[src/rtl/taillight_sequencer.sv]
// Six-lamp taillight sequencer: arbitrates hazard/turn/brake requests and steps lamp patterns on a prescaled tick.
// Optional feature: define TS_SYNC_EN to pass the four request inputs through 2-flop synchronizers.
module taillight_sequencer #(
   parameter int DIV = 5_000_000,
   parameter int CW  = 23
) (
   input  logic       ADC_CLK_10,
   input  logic       RESET,
   input  logic       hazard_req,
   input  logic       turn_req,
   input  logic       turn_dir,
   input  logic       brake_req,
   output logic [2:0] lamp_l,
   output logic [2:0] lamp_r,
   output logic [1:0] mode,
   output logic       step_tick
);

   typedef enum logic [1:0] {
      M_IDLE  = 2'b00,
      M_HAZ   = 2'b01,
      M_LEFT  = 2'b10,
      M_RIGHT = 2'b11
   } mode_t;

   localparam logic [CW-1:0] LAST = CW'(DIV - 1);

   logic          hz, tr, td, br;
   mode_t         state, state_nxt, decoded;
   logic [1:0]    phase, phase_nxt;
   logic [CW-1:0] cnt, cnt_nxt;
   logic          brake_q;
   logic [2:0]    turn_pat;

`ifdef TS_SYNC_EN
   logic [3:0] sync1, sync2;

   // Two-stage synchronizer for the asynchronous switch/key requests
   always_ff @(posedge ADC_CLK_10 or posedge RESET) begin
      if (RESET) begin
         sync1 <= 4'b0000;
         sync2 <= 4'b0000;
      end else begin
         sync1 <= {hazard_req, turn_req, turn_dir, brake_req};
         sync2 <= sync1;
      end
   end

   assign {hz, tr, td, br} = sync2;
`else
   assign {hz, tr, td, br} = {hazard_req, turn_req, turn_dir, brake_req};
`endif

   // State register: mode, pattern phase, prescaler and registered brake
   always_ff @(posedge ADC_CLK_10 or posedge RESET) begin
      if (RESET) begin
         state   <= M_IDLE;
         phase   <= 2'd0;
         cnt     <= '0;
         brake_q <= 1'b0;
      end else begin
         state   <= state_nxt;
         phase   <= phase_nxt;
         cnt     <= cnt_nxt;
         brake_q <= br;
      end
   end

   // Priority decode and next-state: a mode change restarts the pattern; brake never does
   always_comb begin
      decoded   = M_IDLE;
      state_nxt = state;
      phase_nxt = phase;
      cnt_nxt   = cnt;
      if (hz) begin
         decoded = M_HAZ;
      end else if (tr) begin
         decoded = td ? M_LEFT : M_RIGHT;
      end else begin
         decoded = M_IDLE;
      end

      if (decoded != state) begin
         state_nxt = decoded;
         phase_nxt = 2'd0;
         cnt_nxt   = '0;
      end else if (state == M_IDLE) begin
         phase_nxt = 2'd0;
         cnt_nxt   = '0;
      end else if (cnt == LAST) begin
         cnt_nxt   = '0;
         phase_nxt = (state == M_HAZ) ? (phase ^ 2'd1) : (phase + 2'd1);
      end else begin
         cnt_nxt = cnt + {{(CW-1){1'b0}}, 1'b1};
      end
   end

   // Lamp patterns are a function of registered state only
   always_comb begin
      lamp_l = 3'b000;
      lamp_r = 3'b000;
      case (phase)
         2'd0:    turn_pat = 3'b001;
         2'd1:    turn_pat = 3'b011;
         2'd2:    turn_pat = 3'b111;
         default: turn_pat = 3'b000;
      endcase
      case (state)
         M_HAZ: begin
            lamp_l = (phase == 2'd0) ? 3'b111 : 3'b000;
            lamp_r = (phase == 2'd0) ? 3'b111 : 3'b000;
         end
         M_LEFT: begin
            lamp_l = turn_pat;
            lamp_r = brake_q ? 3'b111 : 3'b000;
         end
         M_RIGHT: begin
            lamp_l = brake_q ? 3'b111 : 3'b000;
            lamp_r = turn_pat;
         end
         default: begin
            lamp_l = brake_q ? 3'b111 : 3'b000;
            lamp_r = brake_q ? 3'b111 : 3'b000;
         end
      endcase
   end

   assign mode      = state;
   assign step_tick = (state != M_IDLE) && (cnt == LAST);

endmodule

[config.mk]
export PLATFORM = sky130hd
export DESIGN_NAME = taillight_sequencer
export DESIGN_NICKNAME = d
export VERILOG_FILES = /design/src/rtl/taillight_sequencer.sv
export SDC_FILE = /design/constraint.sdc
export NUM_CORES = 1
export LEC_CHECK = 0
export CAP_MARGIN = 15
export CORE_ASPECT_RATIO = 0.75
export CORE_MARGIN = 2
export CORE_UTILIZATION = 40
export DETAILED_ROUTE_END_ITERATION = 8
export HOLD_SLACK_MARGIN = 0.08
export PLACE_DENSITY = 0.7
export SLEW_MARGIN = 40
export SYNTH_ARGS = -nofsm -noshare
export SYNTH_HDL_FRONTEND = slang
export SYNTH_SLANG_ARGS = --single-unit
[constraint.sdc]
create_clock -name ADC_CLK_10 -period 2 [get_ports ADC_CLK_10]
set_clock_uncertainty 0.1 [all_clocks]
set_input_delay 0.4 -clock ADC_CLK_10 [delete_from_list [all_inputs] [get_ports ADC_CLK_10]]
set_output_delay 0.4 -clock ADC_CLK_10 [all_outputs]
set_load 0.02 [all_outputs]
==> key figures, run 1 <==
Finish
  – Ant diodes: 0
  – Share of cells above drive strength 1: 45.9%
  – Filler cells: 324
  – Fin nets: 261
  – Post-Layout Inst Area: 0.00260 sq mm
  – Most common cell after layout, fill and taps aside: buf_4
  – Util after Layout: 64.6%
  – Footprint of the multi-input gates: 0.00110 sq mm
  – Register Area: 702 sq um
  – Most frequent cells in the layout: 55 x buf_4, 27 x dfrtp_1, 16 x nor3_1
  – Synthesis-to-finish area growth: 56.8%

Route
  – WL/cell: 16.1 microns
  – Detail Route Antenna Nets: 0
  – DRC Markers: 0
  – Routed vias: 1660
  – DRT Pass-1 Iters: 4
  – Iteration-0 DRC Markers: 106
  – Routed wire length: 4860 microns
  – Via density: 5.51

Clock tree
  – Hold_buf cts: 0
  – TritonCTS buffer count: 3
  – Root buffer cell: clkbuf_8
  – Worst-skew pair later-pin latency: 0.29 ns
  – Clk buf depth: 2
  – CTS tree: yes
  – CTS sink cnt: 28
  – H-tree lvl count: 1
  – Clock slew at reported path FFs: 0.10 ns

Synth
  – Sequential share of the synthesized area: 42.2%
  – Mean Syn Cell Area: 9.54 sq um
  – Ys Warns: 0
  – Syn Nets: 188
  – Netlist cell types: 38
  – Post-synth ARST share: 100%
  – Post-Syn Area: 0.00166 sq mm
  – Post-synth EDFFs: 0
  – Mapped Cells: 174
  – Flops & latches, synth: 28
  – Predominant post-synthesis flop cell: dfrtp_1

Place
  – Dpl hpwl: 3020 microns
  – I/O Buffers: 14
  – Placed Area: 0.00227 sq mm
  – RePlAce Congestion: 0.804

Timing
  – RSZ-0062 raised after global routing: true
  – Slew @ Worst Pin: 0.409 ns
  – Period utilization: 107%
  – Endpoints failing setup: 10
  – Fmax: 0.467 GHz
  – Minimum clock period: 2.14 ns
  – Count of final hold-check violations: 0
  – Fin worst setup slack: -0.142 ns
  – Max Transition Viols Final: 0
  – Max_slew headroom: 72.5%

Setup path
  – Critical Path RT: 2.11 ns
  – Max FO, Critical Path: 5
  – Startpoint types: flop
  – CP bufs+invs: 2
  – Slowest stage delay, CP: 0.53 ns
  – Critical Path, Cell by Cell: buf_4 -> and4_4 -> or4b_4 -> buf_6 -> or3_1 -> a211oi_2
  – Worst R2R Setup Slack: -0.14 ns
  – Worst R2R Start: cnt[10]
  – FF-to-FF End: cnt[18]
  – Max stage delay cell, worst path: or4b_4
  – Crit. path cell count: 6
  – Critical Path AT: 2.25 ns
  – Critical path class: flop to flop
  – Cell family with most CP delay: simple AND/OR/NAND/NOR gates
  – Critical path capture point type: flop
  – Path depth of the worst reg2reg path: 6

Die
  – Die Span Y: 59.8 microns
  – Core area: 0.00403 sq mm
  – Die area: 0.00468 sq mm
  – Initial Utilization: 41.2%
  – Die X: 78.4 microns
  – # IOs: 15
  – Rows: 20

Status
  – Outcome: finished with violations
  – Failing checks: setup timing

Global routing
  – Vias in the first global route: 1580
  – Antenna violations before repair: 0
  – First-pass GRT wire length: 7420 microns
  – Total grt overflow: 0
  – Global-route usage over all layers: 20.4%
  – Largest net degree at the start of global routing: 29

Min path
  – Hold Path Class: input port to async pin

Job
  – Maxcap violations: 0

Power
  – Pwr Total: 1.25 mW
  – VDD IR max: 0.316 mV
  – Cell Pwr Density: 479 mW/mm^2
  – P_leak: 1.06 nW
==> power by group <==
part	switching, mW	total (mW)	internal (mW)
Sequential	0.00755	0.580	0.572
Clock	0.197	0.466	0.269
Combinational	0.106	0.201	0.0957
==> worst reg2reg max path: stages (launching register included) <==
cell and delay [ns]:
dfrtp_1 0.41, buf_4 0.15, and4_4 0.21, or4b_4 0.53
buf_6 0.15, or3_1 0.32, a211oi_2 0.21
==> Yosys cell counts, drive strengths merged (2+ instances only) <==
cell type   n  area share (%)
a21oi       5             1.5
a21o        3             1.4
xnor2       7             3.7
and4        3             1.6
or4         7             3.4
or3         4             1.5
nand4       3             1.1
o31ai       6             2.7
dfrtp      28              42
a211oi     10             4.8
nor3       17             5.1
nand2      12             2.7
nand2b      2            0.75
nor4        5             1.9
nand3      12             4.7
ha          8             6.0
o21ai       5             1.5
nand4b      2             1.1
nor2        2            0.45
xor2        5             2.6
inv        10             2.3
clkbuf      5             1.1
nor4b       2             1.1
==> area by class of cell <==
class                           count  share of cell area [%]
Multi-Input combinational cell    130                    42.1
Sequential cell                    28                    27.0
Timing Repair Buffer               74                    24.1
Tap cell                           55                    2.65
Clock buffer                        3                    1.59
Inverter                           10                    1.44
Clock inverter                      1                    1.15
==> stage by stage <==
stage | std cells | setup WS (ns) | setup TNS (ns) | hold slack [ns]
after floorplan | 174 | -0.0519 | -0.0975 | 0.331
after global placement | 288 | -0.390 | -1.99 | 0.479
after detailed placement | 288 | -0.414 | -2.39 | 0.503
after CTS | 299 | -0.106 | -0.497 | 0.391
after global routing | 301 | -0.237 | -1.68 | 0.440
final | 301 | -0.142 | -0.899 | 0.375
==> timing repair <==
action	CTS	global route
setup buffers	7	2
setup endpoints to repair	13	18
pin swaps	9	8
resized for setup	59	29
==> worst max-delay path by stage <==
stage	start	to	slack [ns]
floorplan	cnt[0]	cnt[20]	-0.05
global placement	cnt[20]	step_tick	-0.39
detailed placement	cnt[20]	step_tick	-0.41
CTS	cnt[10]	step_tick	-0.11
global route	cnt[17]	step_tick	-0.24
finish	cnt[10]	cnt[18]	-0.14
==> registers in the layout, indices dropped and copies added (netlist names) <==
signal / count
brake_q: 1
mode: 2
phase: 2
cnt: 23
==> cells by family after synthesis <==
group | share of synthesized area [%]
flops | 42.2
xor+xnor | 6.33
simple gates | 28.0
compound gates | 13.7
fa+ha+maj | 6.03
buf+inv | 3.70
==> routing by layer <==
metal / vias to the layer above / wire [microns] / part of all wire [%] / global-route usage [%]
met3: 7 / 151 / 3.1 / 2.27
li1: 798 / - / - / -
met4: 0 / 43 / 0.89 / 4.26
met5: - / 0 / 0 / 0
met2: 28 / 2290 / 47 / 33.1
met1: 827 / 2370 / 49 / 29.7
Power figures use the tool's default switching activity.
==> run 2, diff against run 1 <==
- CAP_MARGIN: 15 -> 20
- CORE_ASPECT_RATIO: 0.75 -> 0.9
- CTS_CLUSTER_SIZE: default -> 12
==> run 2 against run 1 <==
  * The flow still finishes with violations (setup timing)
  * Wire length increased by 0.14%
  * Core utilization grew 0.72 points
  * Critical path depth unchanged
  * Total power fell by 8.0%
  * Via count is 2.2% lower
  * Hold slack better by 0.0095 ns
  * Sequential share of layout area shrank 0.28 points
  * Global-route usage up 0.72 points
  * Critical path type unchanged
  * Largest cell class unchanged
==> key figures, run 2 (synthesis gave the netlist of run 1 again) <==
Setup path
  – Startpoint types: flop
  – Critical path class: flop to flop
  – Critical Path AT: 2.26 ns
  – Most frequent CP cell: buf_6
  – Critical path capture point type: flop
  – Critical Path, Cell by Cell: buf_6 -> and4_4 -> or4b_4 -> buf_6 -> or3_1 -> a211oi_2
  – Max FO, Critical Path: 6
  – Max stage delay cell, worst path: or4b_4
  – Slowest stage delay, CP: 0.52 ns
  – Critical Path RT: 2.10 ns

Route
  – DRT Pass-1 Iters: 4
  – Via density: 5.48
  – WL/cell: 16.4 microns
  – Routed wire length: 4860 microns
  – Iteration-0 DRC Markers: 65
  – DRC Markers: 0
  – Routed vias: 1623
  – Detail Route Antenna Nets: 0

Timing
  – RSZ-0062 raised after global routing: true
  – Slew @ Worst Pin: 0.446 ns
  – Fin worst setup slack: -0.160 ns
  – Minimum clock period: 2.16 ns
  – Max Transition Viols Final: 0
  – Endpoints failing setup: 10
  – Setup_tns: -1.00 ns
  – Max_slew headroom: 70.0%
  – Count of final hold-check violations: 0
  – Fmax: 0.463 GHz
  – Period utilization: 108%

Global routing
  – Total grt overflow: 0
  – Global-route usage over all layers: 21.1%
  – Vias in the first global route: 1679
  – First-pass GRT wire length: 7670 microns
  – Largest net degree at the start of global routing: 29
  – Antenna violations before repair: 0

Clock tree
  – TritonCTS buffer count: 3
  – Worst-skew pair later-pin latency: 0.28 ns
  – Root buffer cell: clkbuf_8
  – H-tree lvl count: 1
  – Clk buf depth: 2
  – Clock slew at reported path FFs: 0.10 ns
  – CTS sink cnt: 28
  – CTS tree: yes

Die
  – Core area: 0.00402 sq mm
  – Initial Utilization: 41.3%
  – Die Span Y: 65.1 microns
  – Die area: 0.00468 sq mm
  – # IOs: 15
  – Rows: 22
  – Die X: 71.9 microns

Power
  – Pwr Total: 1.15 mW
  – Switching Share: 26.4%
  – VDD IR max: 0.369 mV
  – Power Internal: 845 uW
  – Net Switching: 302 uW
  – Sequential share of power: 50.5%
  – Cell Pwr Density: 437 mW/mm^2
  – Clock network power share: 32.0%
  – P_leak: 1.05 nW
  – Combinational fraction of design power: 17.6%

Finish
  – Share of cells above drive strength 1: 48.0%
  – Ant diodes: 0
  – Fin nets: 263
  – Most frequent cells in the layout: 55 x buf_4, 28 x dfrtp_1, 16 x nor3_1
  – Filler cells: 329
  – Synthesis-to-finish area growth: 58.1%
  – Top reg by flops: cnt
  – Number of flip-flops in the largest register: 23
  – Most common cell after layout, fill and taps aside: buf_4

Min path
  – Hold Path Class: input port to async pin

Status
  – Outcome: finished with violations
  – Failing checks: setup timing

Place
  – Dpl hpwl: 2950 microns
  – I/O Buffers: 14
  – RePlAce Congestion: 0.764

Job
  – Maxcap violations: 0
[run 2: cell count changes in the layout (fill, tap and decap cells not counted), moves of 2 or more]
cell / change
a211oi_2: +2
ha_2: -2
a211oi_1: -2
or4_1: -2
dlymetal6s2s_1: -2
or4_4: +2
[run 2: final timing paths]
kind                       endpoint       from  cells past startpoint  slack, ns
setup / recovery            cnt[16]     cnt[6]                      6      -0.16
hold / removal              mode[0]      RESET                      3       0.38
min in group ADC_CLK_10     brake_q  brake_req                      1       0.48
setup reg to reg            cnt[16]     cnt[6]                      6      -0.16
max in group asynchronous   cnt[20]      RESET                      3       1.15
hold reg to reg              cnt[0]     cnt[0]                      2       0.52
[run 2: per-stage QoR]
step	hold slack, ns	setup WS, ns	util, %	cells	instance area (sq um)
2_1_floorplan	0.331	-0.0519	-	174	1680
3_3_place_gp	0.480	-0.310	56.7	284	2280
3_5_place_dp	0.486	-0.300	56.7	284	2280
4_1_cts	0.397	-0.107	61.9	293	2490
5_1_grt	0.417	-0.225	65.3	296	2620
6_report	0.384	-0.160	65.3	296	2620
[run 2: final cells by class]
type                       count  area (sq um)  share of cell area, %
clock buffer                   4          55.1                   2.10
inverter                      10          37.5                   1.43
multi-input combinational    130          1130                   43.3
sequential                    28           701                   26.7
tap                           48          60.1                   2.29
timing repair buffer          76           636                   24.2
[run 2: per-layer routing]
layer / GRT usage (%) / vias to the layer above / share of wire, %
met5: 0 / - / 0
li1: - / 806 / -
met3: 1.84 / 5 / 1.5
met1: 27.9 / 793 / 45
met2: 35.1 / 19 / 52
met4: 9.91 / 0 / 1.4
[run 2: power by group through the flow]
stage / clock [mW] / combinational [mW] / sequential, mW
after global placement: 0 / 0.168 / 0.589
after floorplan: 0 / 0.0732 / 0.594
after CTS: 0.367 / 0.171 / 0.578
final: 0.367 / 0.202 / 0.579
after detailed placement: 0 / 0.171 / 0.589
after global routing: 0.383 / 0.217 / 0.580
[run 2: what timing repair did]
item,in CTS,in global routing
gates resized for setup,68,25
pin swaps,11,9
hold buffers,0,0
buffers inserted,5,4
endpoints found under the setup margin,16,16
[run 2: worst max-delay path, delay by kind of cell (launching register included)]
| kind | cells | cell delay, ns |
|---|---|---|
| AO/OA/AOI/OAI | 1 | 0.18 |
| flip-flops | 1 | 0.45 |
| AND/OR/NAND/NOR | 3 | 1.06 |
| buffers and inverters | 2 | 0.29 |
